--- src/rtl/fetch_unit.sv ---
// Program-counter and instruction-fetch stage: issues req/ack reads to instruction memory,
// latches the returned word for the decoder and traps misaligned targets and memory timeouts.
module fetch_unit #(
    parameter int              XLEN     = 32,
    parameter logic [XLEN-1:0] RESET_PC = '0,
    parameter int              MAX_WAIT = 15
) (
    input  logic            clk,
    input  logic            rst_n,
    input  logic            pc_src,
    input  logic [XLEN-1:0] pc_target,
    input  logic            instr_done,
    output logic            imem_req,
    output logic [XLEN-1:0] imem_addr,
    input  logic            imem_ack,
    input  logic [31:0]     imem_rdata,
    output logic [31:0]     instr,
    output logic [6:0]      op,
    output logic [XLEN-1:0] pc,
    output logic [XLEN-1:0] pc_plus4,
    output logic            instr_valid,
    output logic            misaligned,
    output logic            timeout
);

    typedef enum logic [1:0] {
        IDLE  = 2'd0,
        FETCH = 2'd1,
        EXEC  = 2'd2,
        HALT  = 2'd3
    } state_t;

    localparam logic [31:0] NOP_INSTR = 32'h0000_0013;
    // Last wait count before giving up; an ack in that same cycle still wins.
    localparam logic [7:0]  WAIT_LAST = 8'(MAX_WAIT - 1);

    state_t          state_r, state_next_s;
    logic [XLEN-1:0] pc_r, pc_next_s;
    logic [31:0]     instr_r, instr_next_s;
    logic [7:0]      wait_cnt_r, wait_cnt_next_s;
    logic            req_r, req_next_s;
    logic            valid_r, valid_next_s;
    logic            misaligned_r, misaligned_next_s;
    logic            timeout_r, timeout_next_s;

    // Next-state, datapath and sticky-flag logic for the fetch FSM.
    always_comb begin
        state_next_s      = state_r;
        pc_next_s         = pc_r;
        instr_next_s      = instr_r;
        wait_cnt_next_s   = wait_cnt_r;
        valid_next_s      = valid_r;
        misaligned_next_s = misaligned_r;
        timeout_next_s    = timeout_r;
        case (state_r)
            IDLE: begin
                state_next_s = FETCH;
            end
            FETCH: begin
                if (imem_ack) begin
                    instr_next_s    = imem_rdata;
                    valid_next_s    = 1'b1;
                    wait_cnt_next_s = 8'd0;
                    state_next_s    = EXEC;
                end else if (wait_cnt_r >= WAIT_LAST) begin
                    timeout_next_s  = 1'b1;
                    wait_cnt_next_s = 8'd0;
                    state_next_s    = HALT;
                end else begin
                    wait_cnt_next_s = wait_cnt_r + 8'd1;
                end
            end
            EXEC: begin
                if (instr_done) begin
                    valid_next_s = 1'b0;
                    if (!pc_src) begin
                        pc_next_s    = pc_r + XLEN'(4);
                        state_next_s = FETCH;
                    end else if (pc_target[1:0] == 2'b00) begin
                        pc_next_s    = pc_target;
                        state_next_s = FETCH;
                    end else begin
                        misaligned_next_s = 1'b1;
                        state_next_s      = HALT;
                    end
                end else begin
                    state_next_s = EXEC;
                end
            end
            HALT: begin
                valid_next_s = 1'b0;
                state_next_s = HALT;
            end
            default: begin
                valid_next_s = 1'b0;
                state_next_s = HALT;
            end
        endcase
        // Request is registered so it rises on the edge that enters FETCH.
        req_next_s = (state_next_s == FETCH);
    end

    // State and output registers with asynchronous reset.
    always_ff @(posedge clk or negedge rst_n) begin
        if (!rst_n) begin
            state_r      <= IDLE;
            pc_r         <= RESET_PC;
            instr_r      <= NOP_INSTR;
            wait_cnt_r   <= 8'd0;
            req_r        <= 1'b0;
            valid_r      <= 1'b0;
            misaligned_r <= 1'b0;
            timeout_r    <= 1'b0;
        end else begin
            state_r      <= state_next_s;
            pc_r         <= pc_next_s;
            instr_r      <= instr_next_s;
            wait_cnt_r   <= wait_cnt_next_s;
            req_r        <= req_next_s;
            valid_r      <= valid_next_s;
            misaligned_r <= misaligned_next_s;
            timeout_r    <= timeout_next_s;
        end
    end

    assign imem_req    = req_r;
    assign imem_addr   = pc_r;
    assign instr       = instr_r;
    assign op          = instr_r[6:0];
    assign pc          = pc_r;
    assign pc_plus4    = pc_r + XLEN'(4);
    assign instr_valid = valid_r;
    assign misaligned  = misaligned_r;
    assign timeout     = timeout_r;

endmodule

--- config.mk ---
export PLATFORM = sky130hd
export DESIGN_NAME = fetch_unit
export DESIGN_NICKNAME = d
export VERILOG_FILES = /design/src/rtl/fetch_unit.sv
export SDC_FILE = /design/constraint.sdc
export NUM_CORES = 1
export LEC_CHECK = 0
export ABC_AREA = 1
export BUFFER_PORTS_ARGS = -buffer_cell sky130_fd_sc_hd__buf_2
export CAP_MARGIN = 0
export CORE_MARGIN = 4
export CORE_UTILIZATION = 35
export DETAILED_ROUTE_END_ITERATION = 10
export GPL_TIMING_DRIVEN = 0
export PLACE_DENSITY = 0.75
export SYNTH_ARGS = -nofsm -noshare
export SYNTH_HDL_FRONTEND = slang
export SYNTH_SLANG_ARGS = --single-unit
--- constraint.sdc ---
create_clock -name clk -period 1.6 [get_ports clk]
set_clock_uncertainty 0.2 [all_clocks]
set_input_delay 0.32 -clock clk [delete_from_list [all_inputs] [get_ports clk]]
set_output_delay 0.32 -clock clk [all_outputs]
set_load 0.02 [all_outputs]
==> metrics.md <==
| Metric | Value |
|---|---|
| Overall overflow remaining after global route | `0` |
| Reg clk slew, reported paths | `60 ps` |
| Post-synth EDFFs | `0` |
| Initial standard-cell utilization of the core | `0.3611` |
| Final WS setup | `-723.9 ps` |
| Post-Syn Nets | `712` |
| Post-synthesis average cell area | `between 7 and 8 um^2` |
| Final period demand of the worst path | `roughly 2300 ps` |
| Number of global-route vias before repair | `5298` |
| Final period util | `1.452` |
| Adder-cell share of the synthesized area | `0.008170` |
| Required @ worst endpoint | `roughly 1100 ps` |
| Wire length of the first global-routing pass | `26600 um` |
| Port buffer count | `between 200 and 250` |
| Max Cap Violations | `0` |
| Horizontal die dimension | `around 120 um` |
| DRC violations left | `0` |
| Measured slew at the worst slew-check pin | `between 600 and 700 ps` |
| Number of buffer and inverter stages on the critical path | `1` |
| Detail-routed net length per standard cell | `16.25 um` |
| Slack of the worst reg-to-reg path | `-320 ps` |
| RePlAce Congestion | `0.8707` |
| Maximum number of pins on one net before global-route repair | `49` |
| Final setup violation count | `83` |
| Power density relative to cell area | `between 2000 and 2500 nW/um^2` |
| TritonCTS clock tree | `yes` |
| Aggregate routed wire length | `18300 um` |
| Proportion of layout cells with a drive suffix above 1 | `0.5052` |
| Sort of element at the end of the critical path | `output port` |
| I/O pin total | `208` |
| Latest clock arrival within the worst-skew pair | `350 ps` |
| Sum of net half-perimeters after detailed placement | `10870 um` |
| Total negative slack | `-23220 ps` |
| Yosys cell types | `32` |
| Complex-gate fraction of the synthesized area | `0.06073` |
| Maximum vdd ir drop | `0.9096 mV` |
| Pwr Total | `roughly 18 mW` |
| Initial antenna violation count | `1` |
| Synthesis Warnings | `0` |
| Worst Setup Slack post-DPL | `-452.6 ps` |
| Violations in the final reports | `negative setup slack` |
| Global routing usage summed across all routing layers | `0.2269` |
| Number of synthesized register bits | `78` |
| Category of the worst setup path launch point | `register` |
| Post-synth ARST share | `1.000` |
| Final ANT Viol Nets | `0` |
| Vias/cell | `4.823` |
| RSZ-0062 raised after global routing | `yes` |
| CTS Root Buffer Type | `clkbuf_16` |
| FP Rows | `41` |
| H-tree levels | `3` |
| Placeable core region | `between 10000 and 15000 um^2` |
| Dominant register cell in the synthesized netlist | `dfrtp_1` |
| Summed instance area of the synthesized netlist | `between 4000 and 5000 um^2` |
| Master of the slowest instance on the critical path | `dfrtp_2` |
| Top cell by count, worst path | `nand2_1` |
| Leakage | `4.290 nW` |
| Outcome | `finished, violations left` |
| # clock sinks | `between 70 and 80` |
| Hold Fails Final Rpt | `0` |
| Type of the most critical hold path | `in2reg` |
| Area growth from synthesis to layout | `77.40%` |
| Clock buffers created by TritonCTS | `9` |
| Number of iterations in the first detailed-routing pass | `6` |
| Main combinational cell family by area after synthesis | `simple AND/OR/NAND/NOR gates` |
| Xor/xnor cell area share of the yosys netlist | `0.01688` |
| Die span in y | `~120 um` |
| Sequential-to-total area share from yosys stat | `0.4257` |
| Iteration-0 DRC Markers | `356` |
| Instance count of the mapped netlist | `640` |
| Worst slew margin relative to its limit | `0.5505` |
| Area enclosed by the die boundary | `between 15000 and 20000 um^2` |
| Max frequency | `430.3 MHz` |
| Number of nets in the layout | `1021` |
| Total via count after detailed routing | `5431` |
| Critical path arrival | `1800 ps` |
| Number of pins exceeding their max-slew limit in the final report | `0` |
| Instance area after placement | `slightly below 6000 um^2` |
| Series of cell instances along the critical path | `nand2_1 -> nor2_1 -> nand2_1 -> nor2_4 -> nand2_1 -> nand2_2 -> nand2_2 -> buf_6` |
| Biggest fanout along the worst timing path | `7` |
| Setup Crit Path Kind | `reg2out` |
| Largest delay share family, worst path | `simple AND/OR/NAND/NOR gates` |
| Simple-gate share of the synthesized area | `0.3597` |
| Number of buffers on the longest clock path | `2` |
| Number of diodes added for antenna fixing | `0` |
| Slowest stage delay, CP | `between 400 and 500 ps` |
| Fraction of synthesized area in multiplexers | `0` |
| Summed area of non-filler cells in the final layout | `8150 um^2` |
synth_stat cells, types with 3 or more instances:
master | instances | area, um^2
dfrtp_1 | 75 | 1877
a21oi_1 | 16 | 80.08
nor2_4 | 4 | 45.04
nor2_1 | 88 | 330.3
nor2_2 | 3 | 18.77
dfstp_2 | 3 | 78.83
buf_4 | 43 | 322.8
inv_1 | 49 | 183.9
nand3_1 | 28 | 140.1
buf_2 | 8 | 40.04
o22ai_1 | 5 | 31.28
xor2_1 | 7 | 61.31
nand2_2 | 12 | 75.07
a21oi_2 | 3 | 26.28
nor2_8 | 3 | 60.06
o21ai_1 | 6 | 30.03
o21ai_0 | 15 | 75.07
ha_1 | 3 | 37.54
clkbuf_1 | 6 | 22.52
inv_2 | 5 | 18.77
nand2_1 | 244 | 915.9
routing by layer:
layer  vias to the layer above  wire length (um)  global-route usage
met5                         -                12                   0
met4                         2               595             0.09027
met3                        61              1428             0.04977
met2                       266              9425              0.4019
met1                      2561              6838              0.2664
li1                       2541                 -                   -
repair_timing:
action | CTS | global route
endpoints found under the hold margin | 61 | 0
pin swaps | 24 | 29
gates cloned | 1 | 1
gates resized for setup | 220 | 141
hold buffers | 33 | 0
endpoints found under the setup margin | 122 | 143
setup buffers | 41 | 32
path summary, 6_finish.rpt:
check | startpoint | to | depth (start not counted)
setup / recovery | imem_addr[17]$_DFFE_PN0P_ | pc_plus4[26] | 8
hold / removal | pc_target[3] | imem_addr[3]$_DFFE_PN0P_ | 3
setup reg to reg | imem_addr[9]$_DFFE_PN0P_ | imem_addr[18]$_DFFE_PN0P_ | 10
hold reg to reg | misaligned$_DFFE_PN0P_ | misaligned$_DFFE_PN0P_ | 1
max in group asynchronous | rst_n | instr[1]$_DFFE_PN1P_ | 3
min in group asynchronous | rst_n | imem_addr[7]$_DFFE_PN0P_ | 2
layout by cell type, fill, tap and decap left out, types with 2 or more instances in the layout:
cell type      netlist  final
dlygate4sd3_1        0     33
clkbuf_4             0      3
clkbuf_16            0     10
nand3_2              0      8
buf_6                0    131
dfrtp_2              0     29
o21ai_2              0      4
nand2_2             12     38
nor2_1              88     69
dfstp_2              3      3
nand3_1             28     20
clkbuf_8             0      2
o21bai_1             2      2
buf_8                0      2
xor2_2               0      3
and2_1               2      2
a21oi_1             16     11
nor2_2               3     11
xor2_4               0      2
nand2_1            244    210
o22ai_1              5      5
a31oi_1              2      2
clkbuf_1             6      2
ha_1                 3      2
bufinv_16            0      2
nand2_4              1      9
o21ai_0             15     11
inv_1               49     47
o21ai_1              6      5
dfrtp_1             75     46
buf_2                8    130
nor2_8               3      3
inv_2                5      6
xor2_1               7      2
nor2_4               4     15
buf_4               43     51
a21oi_2              3      8
registers in the layout (all words and copies together) (netlist names):
| name | cells |
|---|---|
| state_r | 2 |
| timeout | 1 |
| instr_valid | 1 |
| instr | 32 |
| imem_addr | 32 |
| imem_req | 1 |
| misaligned | 1 |
| wait_cnt_r | 8 |
final cells by class:
type	count	area, um^2
multi-input cells	450	2439
inverters	54	210.2
repair buffers	306	2509
plain buffers	50	461.7
fillers	1035	4572
clock buffers	11	242.7
clock inverters	5	81.33
flip-flops and latches	78	1992
well taps	172	215.2
worst register-to-register path, stage by stage, from the launching register on:
cell,delay [ps]
dfrtp_2,440
nand2_1,160
nor2_2,180
nand2_4,110
buf_4,140
o21ai_1,150
nand2_2,80
buf_4,140
buf_6,100
nand2_2,50
a21oi_2,50
power breakdown:
group | internal (mW) | switching, mW
sequential | 2.96 | 1.08
clock | 1.41 | 0.855
combinational | 5.45 | 6.16
kinds of logic after synthesis:
| group | Yosys count |
|---|---|
| AND/OR/NAND/NOR | 389 |
| buffers and inverters | 112 |
| flip-flops | 78 |
| AO/OA/AOI/OAI | 50 |
| XOR/XNOR | 8 |
| adder cells (fa/ha/maj) | 3 |
through the flow:
stage / util / cells / hold WS [ps]
after floorplan: - / 640 / -175.6
after global placement: 0.4632 / 1019 / 251.3
after detailed placement: 0.4656 / 1020 / 101.4
after CTS: 0.5956 / 1110 / 12.94
after global routing: 0.6406 / 1126 / 41.43
final: 0.6406 / 1126 / 25.26
No activity file was read; power rests on OpenSTA's default activity.
